### config.mk
export PLATFORM = sky130hd
export DESIGN_NAME = score_decision_engine_flat
export DESIGN_NICKNAME = d
export VERILOG_FILES = /design/src/rtl/score_decision_engine_if.sv /design/src/rtl/score_decision_engine.sv /design/src/flat_wrapper.sv
export SDC_FILE = /design/constraint.sdc
export NUM_CORES = 1
export LEC_CHECK = 0
export ABC_CLOCK_PERIOD_IN_PS = 4100
export CORE_MARGIN = 4
export CORE_UTILIZATION = 46
export CTS_CLUSTER_SIZE = 12
export DETAILED_ROUTE_END_ITERATION = 16
export PLACE_DENSITY = 0.7
export RECOVER_POWER = 50
export SYNTH_ARGS = -nofsm -noshare
export SYNTH_HDL_FRONTEND = slang
export SYNTH_SLANG_ARGS = --single-unit
### constraint.sdc
create_clock -name clk -period 4.1 [get_ports clk]
set_input_delay 0.82 -clock clk [delete_from_list [all_inputs] [get_ports clk]]
set_output_delay 0.82 -clock clk [all_outputs]
set_load 0.005 [all_outputs]
### src/rtl/score_decision_engine_if.sv
// Frame-in / gesture-out handshake bundle for score_decision_engine.
interface score_decision_engine_if #(
    parameter int unsigned NUM_CLASSES = 4,
    parameter int unsigned ACC_BITS    = 24,
    parameter int unsigned CONF_BITS   = 4
);
    localparam int unsigned IDX_BITS = $clog2(NUM_CLASSES);

    logic [NUM_CLASSES*ACC_BITS-1:0] scores_flat;
    logic                            scores_valid;
    logic                            scores_ready;
    logic [IDX_BITS-1:0]             gesture;
    logic                            gesture_valid;
    logic                            gesture_ready;
    logic [CONF_BITS-1:0]            gesture_confidence;

    modport master (
        output scores_flat, scores_valid, gesture_ready,
        input  scores_ready, gesture, gesture_valid, gesture_confidence
    );

    modport slave (
        input  scores_flat, scores_valid, gesture_ready,
        output scores_ready, gesture, gesture_valid, gesture_confidence
    );
endinterface

### src/rtl/score_decision_engine.sv
// Argmax over per-frame class scores with threshold and persistence filtering.
// Optional: define SCORE_DECISION_MARGIN_EN to also require a best-minus-second margin.
module score_decision_engine #(
    parameter int unsigned NUM_CLASSES = 4,
    parameter int unsigned ACC_BITS    = 24,
    parameter int          MIN_SCORE   = 30,
    parameter int          MIN_MARGIN  = 16,
    parameter int unsigned PERSISTENCE = 2,
    parameter int unsigned CONF_BITS   = 4,
    parameter int unsigned CONF_SHIFT  = 4
) (
    input  logic                     clk,
    input  logic                     rst_n,
    score_decision_engine_if.slave   bus,
    output logic [7:0]               drop_count,
    output logic [1:0]               debug_state
);
    localparam int unsigned IDX_BITS = $clog2(NUM_CLASSES);
    localparam int unsigned EXT_BITS = ACC_BITS + 1;
    localparam int unsigned CONF_MAX = (1 << CONF_BITS) - 1;
    localparam int unsigned LAST_IDX = NUM_CLASSES - 1;
    localparam logic signed [ACC_BITS-1:0] SCORE_NEG   = {1'b1, {(ACC_BITS-1){1'b0}}};
    localparam logic signed [EXT_BITS-1:0] MIN_SCORE_X = EXT_BITS'(MIN_SCORE);

    typedef enum logic [1:0] {
        IDLE   = 2'd0,
        SCAN   = 2'd1,
        DECIDE = 2'd2,
        EMIT   = 2'd3
    } state_t;

    state_t                     state, state_nxt;
    logic signed [ACC_BITS-1:0] scores_q [NUM_CLASSES];
    logic signed [ACC_BITS-1:0] scores_nxt [NUM_CLASSES];
    logic [IDX_BITS-1:0]        idx, idx_nxt;
    logic [IDX_BITS-1:0]        best_idx, best_idx_nxt;
    logic [IDX_BITS-1:0]        cand, cand_nxt, cand_upd;
    logic [IDX_BITS-1:0]        gesture_q, gesture_nxt;
    logic signed [ACC_BITS-1:0] best, best_nxt, cur;
    logic [3:0]                 streak, streak_nxt, streak_upd;
    logic                       dec_stage, dec_stage_nxt;
    logic                       pass_q, pass_nxt, pass_c;
    logic [CONF_BITS-1:0]       conf_q, conf_nxt, conf_c;
    logic [CONF_BITS-1:0]       gconf_q, gconf_nxt;
    logic                       gvalid_q, gvalid_nxt;
    logic                       ready_q;
    logic [7:0]                 drop_q, drop_nxt;
    logic signed [EXT_BITS-1:0] best_x, above;
    logic [EXT_BITS-1:0]        conf_raw;
`ifdef SCORE_DECISION_MARGIN_EN
    localparam logic signed [EXT_BITS-1:0] MIN_MARGIN_X = EXT_BITS'(MIN_MARGIN);
    logic signed [ACC_BITS-1:0] second, second_nxt;
    logic signed [EXT_BITS-1:0] margin;
`endif

    assign bus.scores_ready       = ready_q;
    assign bus.gesture            = gesture_q;
    assign bus.gesture_valid      = gvalid_q;
    assign bus.gesture_confidence = gconf_q;
    assign drop_count             = drop_q;
    assign debug_state            = state;

    // Acceptance test and confidence, evaluated at ACC_BITS+1 so differences cannot wrap
    always_comb begin
        best_x   = {best[ACC_BITS-1], best};
        above    = best_x - MIN_SCORE_X;
        conf_raw = above >> CONF_SHIFT;
        conf_c   = (conf_raw > EXT_BITS'(CONF_MAX)) ? CONF_BITS'(CONF_MAX) : CONF_BITS'(conf_raw);
`ifdef SCORE_DECISION_MARGIN_EN
        margin   = best_x - {second[ACC_BITS-1], second};
        pass_c   = (best_x >= MIN_SCORE_X) && (margin >= MIN_MARGIN_X);
`else
        pass_c   = (best_x >= MIN_SCORE_X);
`endif
    end

    always_comb begin
        state_nxt     = state;
        scores_nxt    = scores_q;
        idx_nxt       = idx;
        best_nxt      = best;
        best_idx_nxt  = best_idx;
        cand_nxt      = cand;
        cand_upd      = cand;
        streak_nxt    = streak;
        streak_upd    = streak;
        dec_stage_nxt = dec_stage;
        pass_nxt      = pass_q;
        conf_nxt      = conf_q;
        gesture_nxt   = gesture_q;
        gconf_nxt     = gconf_q;
        gvalid_nxt    = gvalid_q;
        drop_nxt      = drop_q;
        cur           = scores_q[idx];
`ifdef SCORE_DECISION_MARGIN_EN
        second_nxt    = second;
`endif

        if (bus.scores_valid && !ready_q && (drop_q != 8'hFF)) begin
            drop_nxt = drop_q + 8'd1;
        end

        case (state)
            IDLE: begin
                if (bus.scores_valid && ready_q) begin
                    for (int k = 0; k < int'(NUM_CLASSES); k++) begin
                        scores_nxt[k] = bus.scores_flat[k*ACC_BITS +: ACC_BITS];
                    end
                    idx_nxt   = '0;
                    best_nxt  = SCORE_NEG;
`ifdef SCORE_DECISION_MARGIN_EN
                    second_nxt = SCORE_NEG;
`endif
                    state_nxt = SCAN;
                end
            end
            // Strict compares keep the lower index on ties
            SCAN: begin
                if (cur > best) begin
`ifdef SCORE_DECISION_MARGIN_EN
                    second_nxt   = best;
`endif
                    best_nxt     = cur;
                    best_idx_nxt = idx;
`ifdef SCORE_DECISION_MARGIN_EN
                end else if (cur > second) begin
                    second_nxt = cur;
`endif
                end
                if (idx == IDX_BITS'(LAST_IDX)) begin
                    dec_stage_nxt = 1'b0;
                    state_nxt     = DECIDE;
                end else begin
                    idx_nxt = idx + IDX_BITS'(1);
                end
            end
            // First cycle registers the acceptance result, second applies it
            DECIDE: begin
                if (!dec_stage) begin
                    pass_nxt      = pass_c;
                    conf_nxt      = conf_c;
                    dec_stage_nxt = 1'b1;
                end else begin
                    dec_stage_nxt = 1'b0;
                    if (pass_q) begin
                        if (best_idx == cand) begin
                            streak_upd = (streak == 4'd15) ? 4'd15 : streak + 4'd1;
                        end else begin
                            cand_upd   = best_idx;
                            streak_upd = 4'd1;
                        end
                    end else begin
                        streak_upd = 4'd0;
                    end
                    cand_nxt   = cand_upd;
                    streak_nxt = streak_upd;
                    if (32'(streak_upd) >= PERSISTENCE) begin
                        gesture_nxt = cand_upd;
                        gconf_nxt   = conf_q;
                        gvalid_nxt  = 1'b1;
                        state_nxt   = EMIT;
                    end else begin
                        state_nxt = IDLE;
                    end
                end
            end
            EMIT: begin
                if (bus.gesture_ready) begin
                    gvalid_nxt = 1'b0;
                    streak_nxt = 4'd0;
                    state_nxt  = IDLE;
                end
            end
            default: state_nxt = IDLE;
        endcase
    end

    always_ff @(posedge clk or negedge rst_n) begin
        if (!rst_n) begin
            state     <= IDLE;
            for (int k = 0; k < int'(NUM_CLASSES); k++) scores_q[k] <= '0;
            idx       <= '0;
            best      <= '0;
            best_idx  <= '0;
            cand      <= '0;
            streak    <= 4'd0;
            dec_stage <= 1'b0;
            pass_q    <= 1'b0;
            conf_q    <= '0;
            gesture_q <= '0;
            gconf_q   <= '0;
            gvalid_q  <= 1'b0;
            ready_q   <= 1'b1;
            drop_q    <= 8'd0;
`ifdef SCORE_DECISION_MARGIN_EN
            second    <= '0;
`endif
        end else begin
            state     <= state_nxt;
            scores_q  <= scores_nxt;
            idx       <= idx_nxt;
            best      <= best_nxt;
            best_idx  <= best_idx_nxt;
            cand      <= cand_nxt;
            streak    <= streak_nxt;
            dec_stage <= dec_stage_nxt;
            pass_q    <= pass_nxt;
            conf_q    <= conf_nxt;
            gesture_q <= gesture_nxt;
            gconf_q   <= gconf_nxt;
            gvalid_q  <= gvalid_nxt;
            ready_q   <= (state_nxt == IDLE);
            drop_q    <= drop_nxt;
`ifdef SCORE_DECISION_MARGIN_EN
            second    <= second_nxt;
`endif
        end
    end
endmodule

### src/flat_wrapper.sv
// flat-port wrapper written by rule: the top's interface ports become plain ports
module score_decision_engine_flat 
#(
    parameter int unsigned NUM_CLASSES = 4,
    parameter int unsigned ACC_BITS    = 24,
    parameter int          MIN_SCORE   = 30,
    parameter int          MIN_MARGIN  = 16,
    parameter int unsigned PERSISTENCE = 2,
    parameter int unsigned CONF_BITS   = 4,
    parameter int unsigned CONF_SHIFT  = 4
)
  (clk, rst_n, drop_count, debug_state, bus_scores_flat, bus_scores_valid, bus_gesture_ready, bus_scores_ready, bus_gesture, bus_gesture_valid, bus_gesture_confidence);
  score_decision_engine_if #(.NUM_CLASSES(NUM_CLASSES), .ACC_BITS(ACC_BITS), .CONF_BITS(CONF_BITS)) bus_i ();
  input  logic clk;
  input  logic rst_n;
  output logic [7:0] drop_count;
  output logic [1:0] debug_state;
  input wire logic [$bits(bus_i.scores_flat)-1:0] bus_scores_flat;
  input wire logic [$bits(bus_i.scores_valid)-1:0] bus_scores_valid;
  input wire logic [$bits(bus_i.gesture_ready)-1:0] bus_gesture_ready;
  output wire logic [$bits(bus_i.scores_ready)-1:0] bus_scores_ready;
  output wire logic [$bits(bus_i.gesture)-1:0] bus_gesture;
  output wire logic [$bits(bus_i.gesture_valid)-1:0] bus_gesture_valid;
  output wire logic [$bits(bus_i.gesture_confidence)-1:0] bus_gesture_confidence;
  assign bus_i.scores_flat = bus_scores_flat;
  assign bus_i.scores_valid = bus_scores_valid;
  assign bus_i.gesture_ready = bus_gesture_ready;
  assign bus_scores_ready = bus_i.scores_ready;
  assign bus_gesture = bus_i.gesture;
  assign bus_gesture_valid = bus_i.gesture_valid;
  assign bus_gesture_confidence = bus_i.gesture_confidence;
  score_decision_engine #(.NUM_CLASSES(NUM_CLASSES), .ACC_BITS(ACC_BITS), .MIN_SCORE(MIN_SCORE), .MIN_MARGIN(MIN_MARGIN), .PERSISTENCE(PERSISTENCE), .CONF_BITS(CONF_BITS), .CONF_SHIFT(CONF_SHIFT)) u_core (.clk(clk), .rst_n(rst_n), .bus(bus_i), .drop_count(drop_count), .debug_state(debug_state));
endmodule
==> results.cfg <==
[grt]
grt_usage_pct = 17.5
grt_pass1_wl_um = 25500
antenna_found_initial = 0
grt_overflow_total = 0
grt_pass1_vias = 5137
grt_max_degree = 79

[clocking]
htreeDepth = 4
numCtsBuffers = 17
cts-root-buf = clkbuf_16
insertion_delay_ns = 0.41
post-cts-setup-buffers = 0
cts_sinks = 154
path_clk_slew_ns = 0.06
cts_tree = done
cts_hold_buffers = 0
clockBufferDepth = 2
cts_resized = 0

[yosys]
syn-num-nets = 681
ys_warn_count = 0
synth_ff_type = dfrtp_1
synth.avg_cell_area_sq_um = 13.4
async_flop_share_pct = 100
ys_seq_area_share_pct = 51.8
ys_ff_latch = 154
synth_cell_types = 57
syn_area_sq_um = 7440
synth_edf_count = 0
netlist_instances = 554

[status]
run_status = finished with violations
violations = max-capacitance violations, max-slew violations

[finish]
layout_common_cells = 152 x dfrtp_1, 114 x clkdlybuf4s50_1, 111 x mux2_2
layout.cells.most_common = dfrtp_1
multi_input_area_sq_um = 3370
drive_gt1_share_pct = 27.5
areaGrowthSynthToFinish_pct = 27.8
utilization_pct = 59.8
final_nets = 801
n_antenna_cell = 0
seqCellArea_sq_um = 3860
fillers = 1281

[floorplan]
coreArea_sq_um = 15900
die_x_um = 135
rows = 46
die_y_um = 135
ioPinCount = 118
dieArea_sq_um = 18300
initial_core_util_pct = 46.8

[routing]
via_per_inst = 5.34
first_pass_iters = 4
vias = 4822
drtAntennaViolNets = 0
routedWlPerCell_um = 16.7
drt-total-wl_um = 15100
detailedRoute.firstIterationViolations = 199
drc_errors = 0

[sta]
fin_skew_ns = 0.00555
rsz0062_at_grt = no
max_freq_ghz = 0.268
setup-tns-final_ns = 0
min_period_ns = 3.73
finalMaxSlewViolations = 79
slew_headroom_pct = -28.3
layout_worst_path_cycle_share_pct = 90.9
tightest_slew_ns = 1.92
setup_violations = 0
final-hold-violation-count = 0

[pwr]
max-vdd-ir-drop_uv = 360
p_leak_nw = 4.01
powerDensity_nw_per_um2 = 847
power.total_w = 0.00805

[critical_path]
required_ns = 4.39
worstPathMaxFanout = 20
cp-end-kind = flop
start_kind = flop
worstPathArrival_ns = 4.01
worstSetupPathType = reg2reg

[placed_design]
port_buffers = 117
hpwl_um = 10700
gp_congestion = 0.795

[min_path]
min_path_type = reg2reg

[job]
max_cap_viol_count = 1
==> report_power, final <==
part	leakage (nW)	switching (W)	internal, W
combinational	1.83	0.00148	0.00199
clock	0.326	0.000593	0.00117
sequential	1.86	0.000542	0.00228
==> registers in the layout (all words and copies together) (netlist names), 2 cells and up <==
name                           cells
u_core.scores_q                   96
u_core.best                       24
u_core.drop_count                  8
u_core.bus.gesture_confidence      4
u_core.conf_q                      4
u_core.streak                      4
u_core.best_idx                    2
u_core.bus.gesture                 2
u_core.cand                        2
u_core.debug_state                 2
u_core.idx                         2
==> synth_stat cells (2+ instances only) <==
library cell	number	share of area (%)
mux2i_1	3	0.40
o211ai_1	2	0.20
nor3b_1	3	0.30
or2_2	3	0.25
a31oi_1	4	0.34
nor2b_1	3	0.25
mux2_2	111	17
ha_1	27	4.5
and3_1	2	0.17
nand2_1	16	0.81
nor2_1	38	1.9
buf_2	6	0.40
o21ai_0	6	0.40
mux4_2	24	7.3
and4_1	2	0.24
mux2_1	19	2.9
clkbuf_1	16	0.81
a21oi_1	20	1.3
inv_1	28	1.4
a21o_1	2	0.20
dfrtp_1	153	51
xor2_1	3	0.35
xnor2_1	9	1.1
nand2b_1	3	0.25
buf_6	2	0.30
o21a_1	2	0.20
nor4_1	3	0.25
nand3_1	3	0.20
nor3_1	4	0.27
nand4_1	9	0.76
and2_1	2	0.17
==> final timing paths <==
check | startpoint | end | slack (ns) | cells after the start
worst max-delay path | u_core.idx[0] | u_core.best[18] | 0.37 | 10
worst min-delay path | u_core.bus.gesture[0] | u_core.bus.gesture[0] | 0.48 | 2
worst max register to register | u_core.idx[0] | u_core.best[18] | 0.37 | 10
worst min register to register | u_core.bus.gesture[0] | u_core.bus.gesture[0] | 0.48 | 2
max in group asynchronous | rst_n | u_core.scores_q[14] | 1.12 | 2
min in group asynchronous | rst_n | u_core.drop_count[0] | 0.94 | 1
==> area by class of cell <==
class	count	area share [%]
flip-flops and latches	154	40.6
multi-input cells	348	35.5
repair buffers	125	12.9
clock buffers	20	4.81
well taps	216	2.84
clock inverters	12	2.30
inverters	28	1.11
==> layer usage <==
metal | up-vias | track usage, % | routed length, um
met5 | - | 0 | 0
met4 | 0 | 6.33 | 284
met3 | 18 | 3.57 | 568
met2 | 108 | 27.7 | 7280
met1 | 2434 | 24.1 | 6950
li1 | 2262 | - | -
==> through the flow <==
stage / setup WS (ns) / area (sq um) / hold slack [ns] / instances
5_1_grt: 0.147 / 9500 / 0.503 / 903
6_report: 0.373 / 9500 / 0.483 / 903
4_1_cts: 0.306 / 9520 / 0.457 / 903
3_3_place_gp: 0.415 / 8850 / 0.465 / 871
2_1_floorplan: 0.486 / 7440 / 0.473 / 554
3_5_place_dp: 0.314 / 8850 / 0.480 / 871
==> critical path, stage by stage (launching register included) <==
cell and delay (ns):
dfrtp_2 0.82, buf_4 0.27, mux4_2 0.53, ha_1 0.34, and4_1 0.22, nand4bb_1 0.17, a311oi_2 0.25, nor4b_2 0.10
a211oi_4 0.25, buf_4 0.28, mux2_1 0.36
==> kinds of logic (layout without fill, tap and decap cells) <==
group	Yosys count	in the layout	synth area share, %
and+or+nand+nor	100	100	7.23
DFF	154	154	51.8
AOI/OAI and AO/OA	52	52	4.71
buffers and inverters	52	185	2.93
muxes	157	157	27.4
adders and majority gates	27	27	4.54
xor gates and xnor gates	12	12	1.41
Note: power is estimated with default switching activity, not from simulation.
==> variant: new RTL, same flow settings <==
Add a define of `SCORE_DECISION_MARGIN_EN`.
--- a/src/rtl/score_decision_engine.sv
+++ b/src/rtl/score_decision_engine.sv
@@ -1,5 +1,7 @@
 // Argmax over per-frame class scores with threshold and persistence filtering.
 // Optional: define SCORE_DECISION_MARGIN_EN to also require a best-minus-second margin.
+`define SCORE_DECISION_MARGIN_EN
+
 module score_decision_engine #(
     parameter int unsigned NUM_CLASSES = 4,
     parameter int unsigned ACC_BITS    = 24,
Behaviour: no difference found for any inputs over 10 cycles, from zero or initial values and one cycle with rst_n low; that may be too few to reach the edited logic, so the function may still have changed.
==> variant against the original RTL <==
  * The flow still finishes with violations (max-capacitance violations, max-slew violations)
  * Sequential share of layout area is 6.3 points lower
  * Non-clock buffer count is 9 higher
  * Combinational power increased by 150%
  * Largest power group unchanged
  * Global-route usage grew 2.5 points
  * Power grew 63%
  * Sequential cell count up 24
  * Sequential power up 7.4%
  * Via count up 65%
  * Cell count rose by 57%
  * Cell area rose by 37%
  * Synthesized area up 46%
  * Setup slack got worse by 0.17 ns
  * Wire length grew 70%
  * Die area up 43%
==> variant: results <==
export IMPL_status="complete, but fails checks"
export IMPL_violations="max-capacitance violations, max-slew violations"
export IMPL_first_global_vias=8156
export IMPL_yosysWarnings=0
export IMPL_drv_cap=1
export IMPL_crit_slowest_cell="mux4_2"
export IMPL_ir_worst_vdd_uv=619
export IMPL_slew_limit_headroom_pct=-35.6
export IMPL_routabilityCongestion=0.874
export IMPL_top_regs="u_core.scores_q x96, u_core.best x24, u_core.second x24"
export IMPL_place_ws_ns=0.144
export IMPL_grt_pass1_wl_um=42400
export IMPL_routedWlPerCell_um=18.1
export IMPL_postSynthAreaPerCell_um2=11.1
export IMPL_synth_area_leaders="dfrtp_1 (41%), mux2_2 (12%), ha_1 (8.7%)"
export IMPL_path_class="reg2reg"
export IMPL_antenna_found_initial=0
export IMPL_grt_max_degree=83
export IMPL_ff2ff_path_depth=12
export IMPL_cp_max_fo=13
export IMPL_io_buffers=117
export IMPL_hold_path_depth=1
export IMPL_r2r_setup_slack_ns=0.20
export IMPL_min_from="u_core.drop_count[5]$_DFFE_PN0P_"
export IMPL_ys_top_cells_by_count="dfrtp_1 (177), mux2_2 (111), nand2_1 (86), ha_1 (75), inv_1 (67)"
export IMPL_ys_types=69
export IMPL_dr_pass1_iters=4
export IMPL_drive_above_1_share_pct=19.6
export IMPL_r2r_end="u_core.second[21]$_DFFE_PN0P_"
export IMPL_nets=1266
export IMPL_drv_slew=82
export IMPL_leakage_nw=5.84
export IMPL_grtUsageTotal_pct=20.0
export IMPL_drtIter0Drc=464
export IMPL_clock_latency_ns=0.43
export IMPL_root_buffer="clkbuf_16"
export IMPL_gr_total_overflow=0
export IMPL_routed_wl_um=25600
export IMPL_synth_nets=1152
export IMPL_cp_slowest_stage_delay_ns=0.55
export IMPL_min_to="u_core.drop_count[5]$_DFFE_PN0P_"
export IMPL_synth_top_area_share_pct=40.9
export IMPL_r2r_start="u_core.idx[0]$_DFFE_PN0P_"
export IMPL_dp_hpwl_um=19600
export IMPL_ys_seq_area_share_pct=41.1
export IMPL_fin_skew_ns=0.0116
export IMPL_cts_buffers=17
export IMPL_dp_cells=1380
export IMPL_arrival_ns=4.21
export IMPL_vias_per_cell=5.62
## variant: worst max-delay path, delay by kind of cell, from the launching register on
family / cells / cell delay [ns]
AO/OA/AOI/OAI: 5 / 1.10
AND/OR/NAND/NOR: 2 / 0.71
multiplexers: 2 / 0.85
adder cells (fa/ha/maj): 1 / 0.32
flip-flops: 1 / 0.41
buffers and inverters: 2 / 0.40
## variant: per-stage QoR
step | cell area (um2) | hold WS, ns
3_5_place_dp | 12400 | 0.488
6_report | 13000 | 0.497
3_3_place_gp | 12400 | 0.483
4_1_cts | 12900 | 0.449
5_1_grt | 13000 | 0.511
2_1_floorplan | 10800 | 0.459
## variant: what timing repair did
action | 4_1_cts | 5_1_grt
resized for setup | 0 | 1
setup endpoints to repair | 0 | 43
hold endpoints to repair | 0 | 0
buffers inserted | 0 | 2
## variant: cell type report
cell class / instances / area, um2
clock buffers: 18 / 429
clock inverters: 13 / 125
fillers: 1921 / 9920
inverters: 67 / 251
multi-input cells: 692 / 5940
flip-flops and latches: 178 / 4460
well taps: 313 / 392
repair buffers: 134 / 1400
## variant: per-layer routing
metal / vias up / routed length, um / GRT usage (%) / share of wire, %
met3: 26 / 1310 / 4.54 / 5.1
met1: 3955 / 12000 / 28.4 / 47
li1: 3784 / - / - / -
met4: 0 / 411 / 5.04 / 1.6
met5: - / 0 / 0 / 0
met2: 187 / 11900 / 31.3 / 46
## variant: worst max path at each step
stage | endpoint | slack, ns | cells after the start
after floorplan | u_core.second[10]$_DFFE_PN0P_ | 0.07 | 14
after global placement | u_core.second[17]$_DFFE_PN0P_ | 0.22 | 12
after detailed placement | u_core.best[15]$_DFFE_PN0P_ | 0.14 | 12
after CTS | u_core.best[12]$_DFFE_PN0P_ | 0.13 | 12
after global routing | u_core.second[5]$_DFFE_PN0P_ | 0.03 | 12
final | u_core.second[21]$_DFFE_PN0P_ | 0.20 | 12
## variant: cell families (layout without fill, tap and decap cells)
group,Yosys count,after routing,synth area share [%]
AOI/OAI and AO/OA,167,167,10.2
muxes,209,209,24.3
DFF,178,178,41.1
xor gates and xnor gates,19,19,1.54
and+or+nand+nor,221,221,9.72
buffers and inverters,106,232,4.29
adders and majority gates,76,76,8.85
## variant: report_power, final
part | internal, mW | leakage [nW] | switching, mW
combinational | 4.24 | 3.36 | 4.31
sequential | 2.52 | 2.21 | 0.505
clock | 0.843 | 0.273 | 0.689
total | 7.60 | 5.84 | 5.50
